`config.mk`:
```
export PLATFORM = sky130hd
export DESIGN_NAME = smbm_sched
export DESIGN_NICKNAME = d
export VERILOG_FILES = /design/src/rtl/smbm_sched_pkg.sv /design/src/rtl/smbm_sched_rr_arbiter.sv /design/src/rtl/smbm_sched.sv
export SDC_FILE = /design/constraint.sdc
export NUM_CORES = 1
export LEC_CHECK = 0
export BUFFER_PORTS_ARGS = -buffer_cell sky130_fd_sc_hd__buf_2
export CELL_PAD_IN_SITES_DETAIL_PLACEMENT = 0
export CELL_PAD_IN_SITES_GLOBAL_PLACEMENT = 1
export CORE_AREA = 2 2 78 137
export DETAILED_ROUTE_END_ITERATION = 7
export DIE_AREA = 0 0 80 139
export GPL_ROUTABILITY_DRIVEN = 1
export PLACE_DENSITY = 0.83
export SLEW_MARGIN = 20
export SYNTH_ARGS = -nofsm -noshare
export SYNTH_HDL_FRONTEND = slang
export SYNTH_SLANG_ARGS = --single-unit
```
`constraint.sdc`:
```
create_clock -name clk -period 2.9 [get_ports clk]
set_clock_uncertainty 0.1 [all_clocks]
set_input_delay 0.435 -clock clk [delete_from_list [all_inputs] [get_ports clk]]
set_output_delay 0.435 -clock clk [all_outputs]
set_load 0.03 [all_outputs]
```
`src/rtl/smbm_sched_pkg.sv`:
```
// Shared parameters, opcode and status encodings for the smbm request scheduler.
package smbm_sched_pkg;

    localparam int BIT_VEC_SIZE       = 8;
    localparam int BIT_VEC_SIZE_LOG   = 3;
    localparam int NUM_OF_METRICS     = 2;
    localparam int NUM_OF_METRICS_LOG = 1;

    localparam logic [2:0] SMBM_OP_ADD  = 3'b000;
    localparam logic [2:0] SMBM_OP_DEL  = 3'b001;
    localparam logic [2:0] SMBM_OP_READ = 3'b010;
    localparam logic [2:0] SMBM_OP_IDLE = 3'b111;

    localparam logic [2:0] OPIN_NONE = 3'b000;
    localparam logic [2:0] OPIN_FILT = 3'b010;
    localparam logic [2:0] OPIN_ALL  = 3'b101;

    localparam logic [1:0] ST_OK      = 2'b00;
    localparam logic [1:0] ST_REJECT  = 2'b01;
    localparam logic [1:0] ST_TIMEOUT = 2'b10;

    localparam logic [BIT_VEC_SIZE_LOG:0] OCC_FULL = (BIT_VEC_SIZE_LOG+1)'(BIT_VEC_SIZE);

    typedef enum logic [1:0] {
        REQ_ADD       = 2'b00,
        REQ_DEL       = 2'b01,
        REQ_READ_FILT = 2'b10,
        REQ_READ_ALL  = 2'b11
    } req_op_t;

    typedef enum logic [1:0] {
        S_IDLE,
        S_ISSUE,
        S_WAIT,
        S_RESP
    } state_t;

    function automatic logic [2:0] smbm_opcode_of(input logic [1:0] op);
        case (op)
            REQ_ADD: return SMBM_OP_ADD;
            REQ_DEL: return SMBM_OP_DEL;
            default: return SMBM_OP_READ;
        endcase
    endfunction

    function automatic logic [2:0] opcode_in_of(input logic [1:0] op);
        case (op)
            REQ_READ_FILT: return OPIN_FILT;
            REQ_READ_ALL:  return OPIN_ALL;
            default:       return OPIN_NONE;
        endcase
    endfunction

endpackage

```
`src/rtl/smbm_sched_rr_arbiter.sv`:
```
// Combinational round-robin arbiter: the first requester at or after rr_ptr wins.
module rr_arbiter #(
    parameter int NUM_REQ     = 4,
    parameter int NUM_REQ_LOG = 2
) (
    input  logic [NUM_REQ-1:0]     req,
    input  logic [NUM_REQ_LOG-1:0] rr_ptr,
    output logic [NUM_REQ-1:0]     grant,
    output logic [NUM_REQ_LOG-1:0] idx,
    output logic                   any
);

    // Scan farthest-first so the requester closest to rr_ptr overwrites the rest.
    always_comb begin
        int k;
        idx = '0;
        any = 1'b0;
        k   = 0;
        for (int i = NUM_REQ - 1; i >= 0; i--) begin
            k = int'(rr_ptr) + i;
            if (k >= NUM_REQ) k = k - NUM_REQ;
            if (req[k]) begin
                idx = NUM_REQ_LOG'(k);
                any = 1'b1;
            end
        end
    end

    for (genvar gi = 0; gi < NUM_REQ; gi++) begin : g_grant
        assign grant[gi] = any && (idx == NUM_REQ_LOG'(gi));
    end

endmodule

```
`src/rtl/smbm_sched.sv`:
```
// Arbitrates requesters onto the smbm store, one command in flight, with
// occupancy-based rejection, a WAIT timeout and a tagged status response.
module smbm_sched
    import smbm_sched_pkg::*;
#(
    parameter int NUM_REQ     = 4,
    parameter int NUM_REQ_LOG = 2,
    parameter int TIMEOUT     = 15
) (
    input  logic                                           clk,
    input  logic                                           rst_n,
    input  logic [NUM_REQ-1:0]                             req_valid,
    output logic [NUM_REQ-1:0]                             req_ready,
    input  logic [NUM_REQ-1:0][1:0]                        req_op,
    input  logic [NUM_REQ-1:0][BIT_VEC_SIZE_LOG-1:0]       req_id,
    input  logic [NUM_REQ-1:0][NUM_OF_METRICS-1:0][7:0]    req_metric,
    input  logic [NUM_REQ-1:0][BIT_VEC_SIZE-1:0]           req_in,
    input  logic [NUM_REQ-1:0][NUM_OF_METRICS_LOG-1:0]     req_metricX,
    output logic                                           smbm_rst,
    output logic [2:0]                                     smbm_opcode,
    output logic [2:0]                                     smbm_opcode_in,
    output logic [BIT_VEC_SIZE_LOG-1:0]                    smbm_id,
    output logic [NUM_OF_METRICS-1:0][7:0]                 smbm_metric_val,
    output logic [BIT_VEC_SIZE-1:0]                        smbm_in,
    output logic [NUM_OF_METRICS_LOG-1:0]                  smbm_metricX,
    input  logic                                           smbm_done,
    output logic                                           rsp_valid,
    output logic [NUM_REQ_LOG-1:0]                         rsp_idx,
    output logic [1:0]                                     rsp_status,
    output logic [BIT_VEC_SIZE_LOG:0]                      occupancy
);

    localparam int CNT_W = $clog2(TIMEOUT + 1);

    state_t                            state_reg, state_next;
    logic [NUM_REQ_LOG-1:0]            rr_ptr_reg;
    logic [BIT_VEC_SIZE_LOG:0]         occ_reg;
    logic [1:0]                        op_reg;
    logic [BIT_VEC_SIZE_LOG-1:0]       id_reg;
    logic [NUM_OF_METRICS-1:0][7:0]    metric_reg;
    logic [BIT_VEC_SIZE-1:0]           in_reg;
    logic [NUM_OF_METRICS_LOG-1:0]     metricx_reg;
    logic [NUM_REQ_LOG-1:0]            idx_reg;
    logic [1:0]                        status_reg;
    logic [CNT_W-1:0]                  cnt_reg;
    logic [1:0]                        rst_sync_reg;

    logic [NUM_REQ-1:0]                arb_grant;
    logic [NUM_REQ_LOG-1:0]            arb_idx;
    logic                              arb_any;
    logic                              accept, reject, timeout_hit;
    logic [1:0]                        win_op;

    rr_arbiter #(
        .NUM_REQ     (NUM_REQ),
        .NUM_REQ_LOG (NUM_REQ_LOG)
    ) u_arb (
        .req    (req_valid),
        .rr_ptr (rr_ptr_reg),
        .grant  (arb_grant),
        .idx    (arb_idx),
        .any    (arb_any)
    );

    // smbm reset: set immediately with rst_n, released two clocks after rst_n rises.
    always_ff @(posedge clk or negedge rst_n) begin
        if (!rst_n) rst_sync_reg <= 2'b11;
        else        rst_sync_reg <= {rst_sync_reg[0], 1'b0};
    end
    assign smbm_rst = rst_sync_reg[1];

    assign win_op      = req_op[arb_idx];
    assign timeout_hit = (cnt_reg == CNT_W'(TIMEOUT - 1));

    always_comb begin
        state_next = state_reg;
        accept     = 1'b0;
        reject     = 1'b0;
        case (state_reg)
            S_IDLE: begin
                if (arb_any && !smbm_rst) begin
                    accept     = 1'b1;
                    reject     = (win_op == REQ_ADD && occ_reg == OCC_FULL) ||
                                 (win_op == REQ_DEL && occ_reg == '0);
                    state_next = reject ? S_RESP : S_ISSUE;
                end
            end
            S_ISSUE: state_next = S_WAIT;
            S_WAIT:  if (smbm_done || timeout_hit) state_next = S_RESP;
            S_RESP:  state_next = S_IDLE;
            default: state_next = S_IDLE;
        endcase
    end

    always_ff @(posedge clk or negedge rst_n) begin
        if (!rst_n) begin
            state_reg   <= S_IDLE;
            rr_ptr_reg  <= '0;
            occ_reg     <= '0;
            op_reg      <= '0;
            id_reg      <= '0;
            metric_reg  <= '0;
            in_reg      <= '0;
            metricx_reg <= '0;
            idx_reg     <= '0;
            status_reg  <= ST_OK;
            cnt_reg     <= '0;
        end else begin
            state_reg <= state_next;
            if (accept) begin
                op_reg      <= win_op;
                id_reg      <= req_id[arb_idx];
                metric_reg  <= req_metric[arb_idx];
                in_reg      <= req_in[arb_idx];
                metricx_reg <= req_metricX[arb_idx];
                idx_reg     <= arb_idx;
                status_reg  <= reject ? ST_REJECT : ST_OK;
                rr_ptr_reg  <= (arb_idx == NUM_REQ_LOG'(NUM_REQ - 1)) ? '0 : arb_idx + 1'b1;
            end
            if (state_reg == S_ISSUE) cnt_reg <= '0;
            else if (state_reg == S_WAIT) cnt_reg <= cnt_reg + 1'b1;
            // done wins over a timeout landing in the same cycle
            if (state_reg == S_WAIT) begin
                if (smbm_done) begin
                    status_reg <= ST_OK;
                    if (op_reg == REQ_ADD)      occ_reg <= occ_reg + 1'b1;
                    else if (op_reg == REQ_DEL) occ_reg <= occ_reg - 1'b1;
                end else if (timeout_hit) begin
                    status_reg <= ST_TIMEOUT;
                end
            end
        end
    end

    assign req_ready       = accept ? arb_grant : '0;
    assign smbm_opcode     = (state_reg == S_ISSUE) ? smbm_opcode_of(op_reg) : SMBM_OP_IDLE;
    assign smbm_opcode_in  = opcode_in_of(op_reg);
    assign smbm_id         = id_reg;
    assign smbm_metric_val = metric_reg;
    assign smbm_in         = in_reg;
    assign smbm_metricX    = metricx_reg;
    assign rsp_valid       = (state_reg == S_RESP);
    assign rsp_idx         = idx_reg;
    assign rsp_status      = status_reg;
    assign occupancy       = occ_reg;

endmodule

```
---- After elaboration in Yosys (flattened, before gate mapping) ----
Cells that the tools add are included.
cells by class
  div/mod/pow operators ................... 0
  bitwise gates (word level) .............. 0
  shift operators ......................... 0
  reduce and logical (&&, ||, !) cells .... 19
  $add $sub $neg .......................... 11
  mux-type cells .......................... 56
  equal/unequal tests ..................... 14
  magnitude comparators ................... 9
  $mul .................................... 0
operators by type and width
  operator               count
  $lt 32x4->1 const B    4
  $mux 32                4
  $ge 32x4->1 const B    3
  $sub 32x4->32 const B  3
  $bmux 16 s2            1
  $mux 2                 13
  $mux 4                 5
  $mux 1                 18
  $bmux 8 s2             1
  $mux 16                1
  $eq 2x2->1 const B     6
  $bmux 1 s2             5
  $add 4x1->4 const B    2
  $eq 2x1->1 const B     4
  $eq 4x4->1 const B     2
  $logic_not 2->1        4
  $mux 8                 1
  $pmux 2 s4             1
  $logic_and 1x1->1      7
  $add 2x2->3 const B    2
  $bmux 3 s2             1
  $mux 3                 2
  $pmux 3 s2             1
  $bmux 2 s2             1
  other kinds (14)       17
storage, ports and cells
  ROM bits ................................ 0
  memories ................................ 0
  latch bits .............................. 0
  input bits .............................. 127
  flip-flop bits (word level) ............. 48
  logic and storage cells ................. 122
  memory bits (writable) .................. 0

---- Logic depth before layout (Yosys ltp) ----
  depth after elaboration ................. 22
  gate-level depth with buffers ........... 9
  gate-level depth less buffers ........... 7

---- Cells and area by module ----
Synthesis repeated with hierarchy kept, for this count alone.
second synthesis, totals
  cell total of the unflattened synthesis .. 231
  area total of the unflattened synthesis .. 3,056.7 sq um
by module, submodules not included
  module      seq. area each (sq um)  instances  area each (sq um)  cells an instance
  smbm_sched  1,203.7                 1          2,845.2            198
  rr_arbiter  0.0                     1          211.5              33

---- Worst setup path before layout ----
No wires, ideal clock.
  path kind ............................... in2out
  start point ............................. input port req_valid[3]
  end point ............................... output port req_ready[1]
  data arrival time ....................... 1,928 ps
  path slack .............................. 437 ps
  data required time ...................... 2,365 ps
  stages .................................. 9
  cell sequence ........................... and3b_1 -> o21ai_1 -> and2_1 -> clkbuf_1 -> buf_2 -> buf_4 -> inv_1 -> ha_1 -> and2_1
on the way
  elaborated cells between the ends (all ways) .. 26
RTL lines
  what                                        line                         text
  start: declaration                          smbm_sched.sv:12             input logic [NUM_REQ-1:0] req_valid,
  $bmux 1 s2                                  smbm_sched_rr_arbiter.sv:22  if (req[k]) begin
  $mux 1 (not written as such) (2 in series)  smbm_sched_rr_arbiter.sv:22
  $mux 2 (3 in series)                        smbm_sched_rr_arbiter.sv:22
  $mux 2 (*)                                  smbm_sched_rr_arbiter.sv:22
  via arb_idx[1]                              smbm_sched.sv:49             logic [NUM_REQ_LOG-1:0] arb_idx;
  $eq 2x1->1 (*)                              smbm_sched_rr_arbiter.sv:30  assign grant[gi] = any && (idx == NUM_REQ_LOG'(gi));
  $logic_and 1x1->1 (*)                       smbm_sched_rr_arbiter.sv:30
  $mux 4 (*)                                  smbm_sched.sv:135            assign req_ready = accept ? arb_grant : '0;
  end: declaration                            smbm_sched.sv:13             output logic [NUM_REQ-1:0] req_ready,
The timed path passes the listed nets; every way through them passes the cells marked *. The select of a mux whose other input is x is not followed.

---- Worst setup path after layout ----
  start point ............................. register state_reg[0]
  end point ............................... output port req_ready[1]
on the way
  word-level cells in the longest chain between the ends .. 3
ends and longest elaborated chain
  what                      line               text
  start: declaration        smbm_sched.sv:35   state_t state_reg, state_next;
  start signal: assignment  smbm_sched.sv:109  state_reg <= state_next;
  $logic_not 2->1           smbm_sched.sv:79   case (state_reg)
  $mux 1                    smbm_sched.sv:79
  $mux 4                    smbm_sched.sv:135
Every way passes these cells.

==> results.md <==
* Status: completed
* I/O pin total at 175
* Core Rows at 49
* Area Growth Syn to Fin at 36.8%
* R2r startpoint: rr_ptr_reg[1]
* CTS resizes at 0
* Die width at 80 um
* CTS tree: done
* Comb power frac at 59.7%
* Crit-path most repeated cell: inv_1
* H-tree Lvls at 2
* Slowest-stage cell, CP: nor3_1
* Slew Viols, Final at 0
* Post-synthesis cell count at 311
* Port Buf Inserts at 174
* Max Cap Viol at 0
* R2R Path End: state_reg[1]
* CP Class: flop to primary output
* Die height at 139 um
* Root Buffer: clkbuf_16
* Total CTS buffers at 5
* Clk slew on worst S/H paths at 0.06 ns
* Ratio of cells with drive above 1 in the final layout at 46.9%
* Utilization after layout at 42.7%
* Worst-skew pair later-pin latency at 0.28 ns
* Initial antenna violation count at 0
* Max FFs per register at 16
* Crit path capture: req_ready[1]
* Post CTS Setup Buffer Count at 0
* FF-to-FF path depth at 6
* Worst slew margin at 54.1%
* RePlAce Congestion at 0.768
* Worst min-delay path category: input port to async pin
* Total Wirelength at 8.38 mm
* Yosys top cell area share at 36.7%
* Commonest non-fill, non-tap cell in the layout: buf_2
* Top FF cell, synth: dfrtp_1
* # DRC at 0
* Hold Vio Cnt, Final at 0
* DR WL/cell at 13.8 um
* Post-CTS Hold Buffers at 0
* Sequential element share of the synthesized area at 38.3%
* Worst path bufs/invs at 3
* Cell Area, Placed at 4160 um^2
* Ys Warns at 0
* P_leak at 2.23 nW
* NetSw at 2.01 mW
* Worst Setup Start Kind: flop
* Worst Setup End Kind: primary output
* Gr ovfl total at 0
* Fmax at 385 MHz
* WHS at 0.0570 ns
* Cell Area, Synth at 3140 um^2
* Mean Syn Cell Area at 10.1 um^2
* ANT cells at 0
* Drt first pass iters at 4
* Core Area at 10100 um^2
* DR iter-0 viols at 65
* Crit path depth at 6
* Worst Path Arrival at 2.06 ns
* Total track usage at 15.3%
* Distinct cell type count after synthesis at 41
* Register share of total power at 27.6%
* Largest net degree at the start of global routing at 55
* Most area-hungry cell type in the Yosys netlist: dfrtp_1
* CP Cell Sequence: inv_1, ha_1, inv_1, nor3_1, and2_1, buf_2
* Most frequent cells in the layout: buf_2, mux2i_1, dfrtp_1, nand2_1, mux2_2
* Flop2flop setup slack at 0.54 ns
* Via Count at 2868
* Pwr/cell area at 1010 nW/um^2
* Internal at 2.35 mW
* CTS Buffer Depth at 2
* CP max FO at 8
* Synth Register Bits at 48
* CP max stage delay at 0.57 ns
* Fraction of registers with async set/reset at 100%
* Worst VDD drop at 0.488 mV
* Antenna-violating nets left at 0
* Clk sinks at 48
* Finish-stage setup viols at 0
* Design Area, Final at 4290 um^2
* Vias in the first global route at 2901
* Layout Nets at 619
* Sw Share at 46.1%
* Share of total power in the clock network at 12.7%
* First-pass GRT wire length at 13.6 mm
* Setup TNS at 0 ns
* Syn_nets at 451
* Die ar. at 11100 um^2
* Placed wire-length estimate at 6.79 mm
* Critical Path Start: state_reg[0]
* RSZ-0062 raised after global routing: false
* Ranking of synthesized cells by area: dfrtp_1, mux2i_1, mux2_2
* CP Data Required Time at 2.37 ns
* Initial Util at 31.2%
* Min Tclk post-route at 2.60 ns
* Period utilisation layout at 89.6%
* Least-Margin Pin Slew at 0.683 ns
* Vias/cell at 4.72
* Crit path max-delay family: simple AND/OR/NAND/NOR gates
* Post-synth EDFFs at 0
## worst reg2reg max path: stages (launching register included)
cell      delay [ns]
dfrtp_1         0.45
mux2i_1         0.19
a221oi_4        0.46
inv_2           0.13
mux4_2          0.48
or3_1           0.37
o21ai_1         0.12
## worst min path at each step
stage / startpoint / endpoint / slack (ns) / depth (start not counted)
global route: rst_n / cnt_reg[0] / 0.11 / 1
finish: rst_n / cnt_reg[2] / 0.06 / 1
detailed placement: rst_sync_reg[0] / rst_sync_reg[1] / 0.25 / 0
floorplan: rst_n / cnt_reg[0] / 0.04 / 0
global placement: rst_sync_reg[0] / rst_sync_reg[1] / 0.25 / 0
CTS: rst_n / cnt_reg[2] / 0.08 / 1
## area by class of cell
cell class | count | area [um^2]
Inverter | 12 | 45.0
Multi-Input combinational cell | 232 | 1820
Timing Repair Buffer | 180 | 928
Tap cell | 127 | 159
Sequential cell | 48 | 1200
Clock buffer | 8 | 136
Fill cell | 1059 | 5760
## power by group through the flow
stage / Combinational, mW / Clock (mW) / Sequential (mW)
finish: 2.60 / 0.553 / 1.20
global route: 2.85 / 0.610 / 1.26
CTS: 2.65 / 0.584 / 1.21
detailed placement: 2.64 / 0 / 1.22
global placement: 2.58 / 0 / 1.20
floorplan: 1.46 / 0 / 1.65
## metrics by stage
| step | cells | power (mW) | setup WS, ns |
|---|---|---|---|
| after detailed placement | 599 | 3.86 | 0.473 |
| final | 607 | 4.35 | 0.302 |
| after floorplan | 311 | 3.11 | 0.437 |
| after CTS | 607 | 4.44 | 0.281 |
| after global routing | 607 | 4.71 | 0.0937 |
| after global placement | 599 | 3.78 | 0.532 |
## synth_stat cells (all sizes together), types with 2 or more instances
master	instances
nand3b	2
clkbuf	12
mux4	2
mux2	31
inv	12
o21ai	37
nand3	2
o22ai	3
or3	2
xnor2	4
nand2	43
dfstp	2
nand2b	2
nor2b	2
ha	12
a22oi	2
buf	7
a21oi	4
dfrtp	46
nor2	5
and2	6
mux2i	57
## logic make-up after synthesis
logic type | after synthesis | synth area share [%]
fa+ha+maj | 13 | 5.42
flops | 48 | 38.3
compound gates | 53 | 9.65
xor+xnor | 5 | 1.39
other cells | 1 | 0.119
mux | 90 | 30.7
simple gates | 70 | 10.2
buf+inv | 31 | 4.14
## layer usage
metal  GRT usage (%)  share of wire [%]  vias up
met5               0                  0        -
met4            5.80                2.8        0
met3            3.91                6.7       17
met2            28.6                 55      114
met1            15.8                 36     1314
li1                -                  -     1423
No activity file was read; power rests on OpenSTA's default activity.
